<file path="src/rtl/imuldiv_muldiv_resp_queue.sv">
// ----------------------------------------------------------------------------
// imuldiv_muldiv_resp_queue
//
// Response-side stage behind the iterative mul/div unit.
// - Tag FIFO: holds {fn, dest} for every request the unit has accepted.
//   Requests are throttled so the in-flight count never exceeds DEPTH.
// - Result FIFO: on each unit response, picks the architecturally visible
//   32-bit word (lo for MUL/DIV/DIVU, hi for MULH*/REM*) and buffers it with
//   the destination tag for the writeback arbiter.
// - orphan_err: sticky flag set when the unit offers a response while no tag
//   is outstanding.
//
// Optional feature macro: IMULDIV_RESP_BYPASS_EN
//   When defined, a response arriving while the result FIFO is empty and
//   wb_rdy=1 goes straight to wb_* in the same cycle, and is not stored.
//
// Ports:
//   clk, reset                 clock (rising edge), async active-low reset
//   issue_fn/dest/val/rdy      upstream request handshake
//   muldivreq_val/rdy          request handshake to the unit
//   muldivresp_msg_result/val/rdy  response handshake from the unit
//   wb_data/dest/val/rdy       writeback output handshake
//   orphan_err                 sticky protocol error
// ----------------------------------------------------------------------------
module imuldiv_muldiv_resp_queue #(
    parameter int DEPTH  = 2,
    parameter int DEST_W = 5
) (
    input  logic              clk,
    input  logic              reset,
    input  logic [2:0]        issue_fn,
    input  logic [DEST_W-1:0] issue_dest,
    input  logic              issue_val,
    output logic              issue_rdy,
    output logic              muldivreq_val,
    input  logic              muldivreq_rdy,
    input  logic [63:0]       muldivresp_msg_result,
    input  logic              muldivresp_val,
    output logic              muldivresp_rdy,
    output logic [31:0]       wb_data,
    output logic [DEST_W-1:0] wb_dest,
    output logic              wb_val,
    input  logic              wb_rdy,
    output logic              orphan_err
);

    localparam int PW = $clog2(DEPTH);
    localparam int CW = $clog2(DEPTH) + 1;

    localparam logic [2:0] FN_MUL  = 3'd0;
    localparam logic [2:0] FN_DIV  = 3'd1;
    localparam logic [2:0] FN_DIVU = 3'd2;

    // ---------------- tag FIFO ----------------
    logic [2:0]        tag_fn   [DEPTH];
    logic [DEST_W-1:0] tag_dest [DEPTH];
    logic [PW-1:0]     tag_wr, tag_rd;
    logic [CW-1:0]     tag_cnt;
    logic              tag_full, tag_empty;
    logic              tag_push, tag_pop;

    // ---------------- result FIFO ----------------
    logic [31:0]       res_data [DEPTH];
    logic [DEST_W-1:0] res_dest [DEPTH];
    logic [PW-1:0]     res_wr, res_rd;
    logic [CW-1:0]     res_cnt;
    logic              res_full, res_empty;
    logic              res_push, res_pop;

    logic              resp_fire;
    logic              byp;
    logic [2:0]        head_fn;
    logic [DEST_W-1:0] head_dest;
    logic [31:0]       sel_word;

    // Full/empty come from registered counts only, so a same-cycle pop never
    // opens a slot for a push in that cycle.
    assign tag_full  = (tag_cnt == CW'(DEPTH));
    assign tag_empty = (tag_cnt == '0);
    assign res_full  = (res_cnt == CW'(DEPTH));
    assign res_empty = (res_cnt == '0);

    assign issue_rdy     = muldivreq_rdy && !tag_full;
    assign muldivreq_val = issue_val && !tag_full;
    assign tag_push      = issue_val && muldivreq_rdy && !tag_full;

    assign head_fn   = tag_fn[tag_rd];
    assign head_dest = tag_dest[tag_rd];

    // Divide results are packed {remainder, quotient}, so DIV/DIVU take lo
    // along with MUL; every other fn wants the upper word.
    assign sel_word = (head_fn == FN_MUL || head_fn == FN_DIV || head_fn == FN_DIVU)
                    ? muldivresp_msg_result[31:0]
                    : muldivresp_msg_result[63:32];

`ifdef IMULDIV_RESP_BYPASS_EN
    // A full FIFO can still take a response when the head is leaving this
    // cycle or the response bypasses straight out.
    assign muldivresp_rdy = (!res_full || wb_rdy) && !tag_empty;
    assign resp_fire      = muldivresp_val && muldivresp_rdy;
    assign byp            = resp_fire && res_empty && wb_rdy;
    assign wb_val         = !res_empty || byp;
    assign wb_data        = byp ? sel_word  : res_data[res_rd];
    assign wb_dest        = byp ? head_dest : res_dest[res_rd];
`else
    assign muldivresp_rdy = !res_full && !tag_empty;
    assign resp_fire      = muldivresp_val && muldivresp_rdy;
    assign byp            = 1'b0;
    assign wb_val         = !res_empty;
    assign wb_data        = res_data[res_rd];
    assign wb_dest        = res_dest[res_rd];
`endif

    assign tag_pop  = resp_fire;
    assign res_push = resp_fire && !byp;
    assign res_pop  = !res_empty && wb_rdy;

    // ---------------- tag FIFO state ----------------
    always_ff @(posedge clk or negedge reset) begin
        if (!reset) begin
            tag_wr  <= '0;
            tag_rd  <= '0;
            tag_cnt <= '0;
            for (int i = 0; i < DEPTH; i++) begin
                tag_fn[i]   <= '0;
                tag_dest[i] <= '0;
            end
        end else begin
            if (tag_push) begin
                tag_fn[tag_wr]   <= issue_fn;
                tag_dest[tag_wr] <= issue_dest;
                tag_wr           <= tag_wr + PW'(1);
            end
            if (tag_pop)
                tag_rd <= tag_rd + PW'(1);
            case ({tag_push, tag_pop})
                2'b10:   tag_cnt <= tag_cnt + CW'(1);
                2'b01:   tag_cnt <= tag_cnt - CW'(1);
                default: ;
            endcase
        end
    end

    // ---------------- result FIFO state ----------------
    always_ff @(posedge clk or negedge reset) begin
        if (!reset) begin
            res_wr  <= '0;
            res_rd  <= '0;
            res_cnt <= '0;
            for (int i = 0; i < DEPTH; i++) begin
                res_data[i] <= '0;
                res_dest[i] <= '0;
            end
        end else begin
            if (res_push) begin
                res_data[res_wr] <= sel_word;
                res_dest[res_wr] <= head_dest;
                res_wr           <= res_wr + PW'(1);
            end
            if (res_pop)
                res_rd <= res_rd + PW'(1);
            case ({res_push, res_pop})
                2'b10:   res_cnt <= res_cnt + CW'(1);
                2'b01:   res_cnt <= res_cnt - CW'(1);
                default: ;
            endcase
        end
    end

    // ---------------- sticky orphan flag ----------------
    always_ff @(posedge clk or negedge reset) begin
        if (!reset)
            orphan_err <= 1'b0;
        else if (muldivresp_val && tag_empty)
            orphan_err <= 1'b1;
    end

endmodule
</file>
<file path="config.mk">
export PLATFORM = sky130hd
export DESIGN_NAME = imuldiv_muldiv_resp_queue
export DESIGN_NICKNAME = d
export VERILOG_FILES = /design/src/rtl/imuldiv_muldiv_resp_queue.sv
export SDC_FILE = /design/constraint.sdc
export NUM_CORES = 1
export LEC_CHECK = 0
export CORE_ASPECT_RATIO = 1.1
export CORE_MARGIN = 3
export CORE_UTILIZATION = 49
export CTS_CLUSTER_SIZE = 20
export DETAILED_ROUTE_END_ITERATION = 8
export HOLD_SLACK_MARGIN = 0.08
export PLACE_DENSITY_LB_ADDON = 0.08
export SLEW_MARGIN = 20
export SYNTH_ARGS = -nofsm -noshare
export SYNTH_HDL_FRONTEND = slang
export SYNTH_SLANG_ARGS = --single-unit
</file>
<file path="constraint.sdc">
create_clock -name clk -period 2.2 [get_ports clk]
set_input_delay 0.55 -clock clk [delete_from_list [all_inputs] [get_ports clk]]
set_output_delay 0.55 -clock clk [all_outputs]
set_load 0.01 [all_outputs]
</file>
==> metrics.yaml, run 1 <==
syn-cell-area_mm2: 0.00459
r2r-start: "tag_rd"
synth_edf_count: 0
grt_start_max_net_pins: 75
stdcell_area_mm2: 0.00611
cts_buffers: 9
status: "finished clean"
drtAntennaViolNets: 0
period_minus_slack_ps: 2150
area_growth_pct: 32.9
ys_seq_area_share_pct: 53.9
maxCapViolCount: 0
synth-warning-count: 0
grt_pass1_wl_mm: 16.2
timing.critical_path.from: "res_rd"
gp_congestion: 0.726
die_height_um: 108
cp.depth: 3
antenna_found_initial: 0
timing.final.ws_setup_ps: 50.4
grt_pass1_vias: 3388
drtIter0Drc: 134
hold_viol_final: 0
synth_top_area_cell: "dfrtp_1"
rsz0062_at_grt: "yes"
ys_top_cells_by_count: "99 x dfrtp_1, 77 x nor2_1, 72 x a21oi_1"
die_w_um: 98.3
crit_chain: "buf_12 -> mux2_2 -> dlygate4sd2_1"
crit_family: "buffers and inverters"
synth_top_area_share_pct: 53.9
ys_ff_latch: 99
crit_arrival_ps: 1600
die-area_mm2: 0.0106
fillerInstances: 737
cp.required_ps: 1650
synth_ff_type: "dfrtp_1"
syn_avg_cell_area_um2: 11.6
gr-total-overflow: 0
met1_length_mm: 4.15
reg2reg_depth: 5
clkLatencyLatePin_ps: 360
slowest_delay_ps: 420
drc: 0
placed_area_mm2: 0.00594
vias: 3306
clk_pin_slew_ps: 100
finalSetupViolCount: 0
drive_above_1_share_pct: 20.7
finalCritPeriodShare_pct: 97.7
root_buffer: "clkbuf_8"
final.setup.tns_ps: 0
pre_cts_slack_ps: -48.0
path_class: "reg2out"
drv_slew: 0
final_util_pct: 67.8
cts_tree: "done"
synth.area.top_cells: "dfrtp_1 54%, mux2_2 11%, mux2i_1 8.1%"
worst_setup_path_start_kind: "flip-flop"
hold_class: "in2async"
syn_nets: 476
firstDrtPassIters: 4
wl_met2_mm: 4.74
finalNetCount: 598
syn_inst: 396
ir_worst_vdd_uv: 690
place_hpwl_mm: 6.86
track_usage_pct: 18.9
totalWireLength_mm: 9.48
io_buffer_count: 119
synth_cell_types: 30
routedWlPerCell_um: 14.9
met3_length_um: 458
p_leak_nw: 2.65
cp_num_buf_inv: 2
top_level_ports: 120
htreeDepth: 3
skew_ps: 11.8
worst_setup_path_end_kind: "output pin"
worstMarginPinSlew_ps: 521
top_layer_used: "met4"
vias_per_cell: 5.19
crit_fanout: 20
cts_sinks: 99
clk_path_buf_depth: 2
p_per_area_mw_per_mm2: 1510
rows: 36
p_total_w: 0.00922
n_antenna_cell: 0
cp_slowest_cell: "dfrtp_2"
fmax_mhz: 465
start_util_pct: 51.0
maxSlewHeadroom_pct: 65.2
coreArea_mm2: 0.00901
yosysMostFrequentCell: "dfrtp_1"
synth-async-reset-ratio_pct: 100
==> worst paths after layout <==
path                           endpoint  slack, ps
setup / recovery            wb_data[19]         50
hold / removal             res_data[10]        130
setup reg to reg           res_data[16]        470
hold reg to reg              orphan_err        460
max in group asynchronous  res_data[56]       1400
min in group clk             orphan_err        460
==> through the flow <==
| step | std cells | hold WS [ps] |
|---|---|---|
| floorplan | 396 | 254 |
| global route | 637 | 154 |
| global placement | 616 | 440 |
| detailed placement | 616 | 445 |
| CTS | 635 | 142 |
| finish | 637 | 131 |
==> flip-flops by register name, indices dropped and copies added (netlist names) <==
name        cells
orphan_err      1
res_cnt         2
res_data       64
res_dest       10
res_rd          1
res_wr          1
tag_cnt         2
tag_dest       10
tag_fn          6
tag_rd          1
tag_wr          1
==> cell type report <==
cell class	count	area [um2]	share of cell area, %
Clock buffer	10	128	2.09
Clock inverter	6	65.1	1.07
Inverter	1	3.75	0.0615
Multi-Input combinational cell	271	1950	32.0
Sequential cell	99	2480	40.6
Tap cell	114	143	2.34
Timing Repair Buffer	136	1330	21.8
==> metal layers <==
layer,GRT usage (%),vias up
met4,6.44,0
met5,0,-
met3,4.08,14
li1,-,1601
met1,24.8,1613
met2,31.4,78
==> logic make-up (layout without fill, tap and decap cells) <==
group,Yosys count,in the layout,share of synthesized area (%)
xor+xnor,9,9,1.72
fa+ha+maj,2,2,0.545
buf+inv,26,153,3.79
simple gates,92,92,9.10
compound gates,78,78,9.21
flops,99,99,53.9
mux,90,90,21.7
==> report_power, final <==
| group | switching, W | leakage, nW | internal (W) |
|---|---|---|---|
| combinational | 0.00231 | 1.45 | 0.00251 |
| sequential | 0.000529 | 1.11 | 0.00274 |
| clock | 0.000609 | 0.0966 | 0.000528 |
==> worst reg2reg max path, delay by kind of cell (launching register included) <==
| family | cells | cell delay (ps) |
|---|---|---|
| AO/OA/AOI/OAI | 3 | 400 |
| buffers and inverters | 1 | 210 |
| flip-flops | 1 | 640 |
| multiplexers | 1 | 370 |
==> cells in the final DEF (no fill, tap or decap), types with 6 or more instances in the layout <==
master	n
buf_4	11
clkbuf_8	9
nor2_1	77
a21oi_1	72
buf_12	7
xnor2_1	6
mux2i_1	37
clkdlybuf4s50_1	78
mux2_4	9
dfrtp_1	98
dlygate4sd2_1	32
mux2_2	44
==> what timing repair did <==
item / in CTS / in global routing
hold buffers: 0 / 0
setup buffers: 3 / 2
setup endpoints to repair: 40 / 9
resized for setup: 52 / 8
pin swaps: 0 / 0
Note: power is estimated with default switching activity, not from simulation.
==> inputs of run 2 (changes only) <==
--- a/config.mk
+++ b/config.mk
@@ -10,6 +10,7 @@
 export CORE_UTILIZATION = 49
 export CTS_CLUSTER_SIZE = 20
 export DETAILED_ROUTE_END_ITERATION = 8
+export GPL_TIMING_DRIVEN = 0
 export HOLD_SLACK_MARGIN = 0.08
 export PLACE_DENSITY_LB_ADDON = 0.08
 export SLEW_MARGIN = 20
==> run 2 against run 1 <==
Combinational power is 4.6% higher. Via count increased by 6.3%. First-iteration DRC count shrank 34%. Critical path type unchanged. Register-to-register slack about the same. Critical path depth unchanged. Cell area increased by 0.35%. Utilization is 0.24 points higher.
==> metrics.yaml, run 2 (same netlist as run 1, synthesis figures left out) <==
status: "finished clean"
grt_pass1_wl_mm: 18.0  # +11%
reg_top3: "res_data x64, res_dest x10, tag_dest x10"
io_buffer_count: 119  # unchanged
ir_worst_vdd_uv: 718  # +4.2%
rsz0062_at_grt: "yes"
place_hpwl_mm: 8.10  # +18%
p_clk_share_pct: 12.7  # +0.4 points
gr-total-overflow: 0  # unchanged
fillerInstances: 720  # -2.3%
period_minus_slack_ps: 2140  # -6.11 ps
antenna_found_initial: 0  # unchanged
cts_tree: "done"
hold_class: "reg2reg"
crit_fanout: 8  # -60%
die-area_mm2: 0.0106  # unchanged
final_util_pct: 68.0  # +0.24 points
gp_congestion: 0.746  # +2.7%
finalNetCount: 615  # +2.8%
switching_share_pct: 38.8  # +1.5 points
totalWireLength_mm: 11.1  # +17%
drv_slew: 0  # unchanged
hold_viol_final: 0  # unchanged
clk_path_buf_depth: 2  # unchanged
p_leak_nw: 2.72  # +2.4%
skew_ps: 12.4  # +0.632 ps
finalSetupViolCount: 0  # unchanged
final_common_cell: "dfrtp_1"
p_total_w: 0.00948  # +2.8%
cts_buffers: 9  # unchanged
top_level_ports: 120  # unchanged
n_antenna_cell: 0  # unchanged
p_per_area_mw_per_mm2: 1550  # +2.4%
power_frac_comb_pct: 53.1  # +0.9 points
worst_setup_path_end_kind: "output pin"
fmax_mhz: 467  # +0.29%
slowest_delay_ps: 400  # -20 ps
largest_reg_flops: 64  # unchanged
area_growth_pct: 33.4
internal_power_w: 0.00580  # +0.33%
htreeDepth: 3  # unchanged
path_class: "reg2out"
clk_pin_slew_ps: 90  # about the same
coreArea_mm2: 0.00901  # unchanged
drtAntennaViolNets: 0  # unchanged
maxSlewHeadroom_pct: 75.3  # +10 points
cp_num_buf_inv: 2  # unchanged
final.setup.tns_ps: 0  # unchanged
crit_family: "buffers and inverters"
final_cell_mix: "99 x dfrtp_1, 77 x nor2_1, 77 x clkdlybuf4s50_1"
seqPwrFrac_pct: 34.1  # -1.3 points
drive_above_1_share_pct: 27.0  # +6.4 points
cts_sinks: 99  # unchanged
firstDrtPassIters: 4  # unchanged
grt_start_max_net_pins: 62  # -17%
start_util_pct: 51.0  # unchanged
finalCritPeriodShare_pct: 97.4  # -0.28 points
track_usage_pct: 21.4  # +2.4 points
r2r-start: "tag_rd"
routedWlPerCell_um: 17.0  # +14%
switching_power_w: 0.00368  # +7.0%
cp.required_ps: 1650  # about the same
grt_pass1_vias: 3728  # +10%
maxCapViolCount: 0  # unchanged
crit_chain: "buf_6 -> mux2_2 -> dlygate4sd2_1"
root_buffer: "clkbuf_8"
timing.critical_path.from: "res_rd"
vias: 3514  # +6.3%
fin_hold_ws_ps: 469  # +339 ps
worst_setup_path_start_kind: "flip-flop"
worstMarginPinSlew_ps: 371  # -150 ps
max_flop_register: "res_data"
rows: 36  # unchanged
worstHoldStart: "orphan_err"
die_w_um: 98.3  # unchanged
drtIter0Drc: 88  # -34%
clkLatencyLatePin_ps: 370  # about the same
drc: 0  # unchanged
crit_arrival_ps: 1590  # about the same
cp_slowest_cell: "dfrtp_1"
vias_per_cell: 5.37  # +3.5%
die_height_um: 108  # unchanged
run 2: worst paths after layout:
check,to,slack (ps),cells past startpoint
min in group asynchronous,res_data[10],640,2
setup / recovery,wb_data[2],60,3
hold / removal,orphan_err,470,1
max in group asynchronous,res_data[32],940,3
setup reg to reg,res_data[59],480,6
hold reg to reg,orphan_err,470,1
run 2: stage by stage:
stage / worst slack, ps / instances / area (um2)
after floorplan: 537 / 396 / 4590
after global placement: -2950 / 629 / 5930
after detailed placement: -161 / 630 / 5960
after CTS: -17.4 / 653 / 6240
after global routing: -24.3 / 654 / 6130
final: 56.5 / 654 / 6130
run 2: layout make-up:
cell class | instances | area [um2] | area share (%)
Clock buffer | 9 | 124 | 2.02
Clock inverter | 7 | 82.6 | 1.35
Inverter | 1 | 3.75 | 0.0613
Buffer | 25 | 213 | 3.47
Timing Repair Buffer | 128 | 1140 | 18.6
Multi-Input combinational cell | 271 | 1940 | 31.7
Tap cell | 114 | 143 | 2.33
Sequential cell | 99 | 2480 | 40.4
run 2: worst reg2reg max path, stage by stage (launching register included):
cell and delay, ps:
dfrtp_1 340, buf_4 190, a211oi_2 70, a21oi_4 250, buf_4 280, mux2i_1 350
a21oi_1 110
run 2: metal layers:
layer  GRT usage (%)  vias to the layer above  wire [um]
met5               0                        -          0
met3            4.80                       21        626
met1            26.1                     1744       4420
met4            7.71                        0        245
li1                -                     1637          -
met2            37.1                      112       5830
run 2: repair_timing:
action	CTS	global route
endpoints found under the setup margin	40	28
endpoints found under the hold margin	26	0
hold buffers	1	0
resized for setup	89	28
buffers inserted	6	1
gates cloned	0	0
run 2: power by group through the flow:
stage | Combinational, W | Clock (W) | Sequential [W]
after floorplan | 0.00338 | 0 | 0.00312
after global placement | 0.00520 | 0 | 0.00319
after detailed placement | 0.00533 | 0 | 0.00327
after CTS | 0.00523 | 0.00123 | 0.00324
after global routing | 0.00550 | 0.00131 | 0.00333
final | 0.00504 | 0.00121 | 0.00324
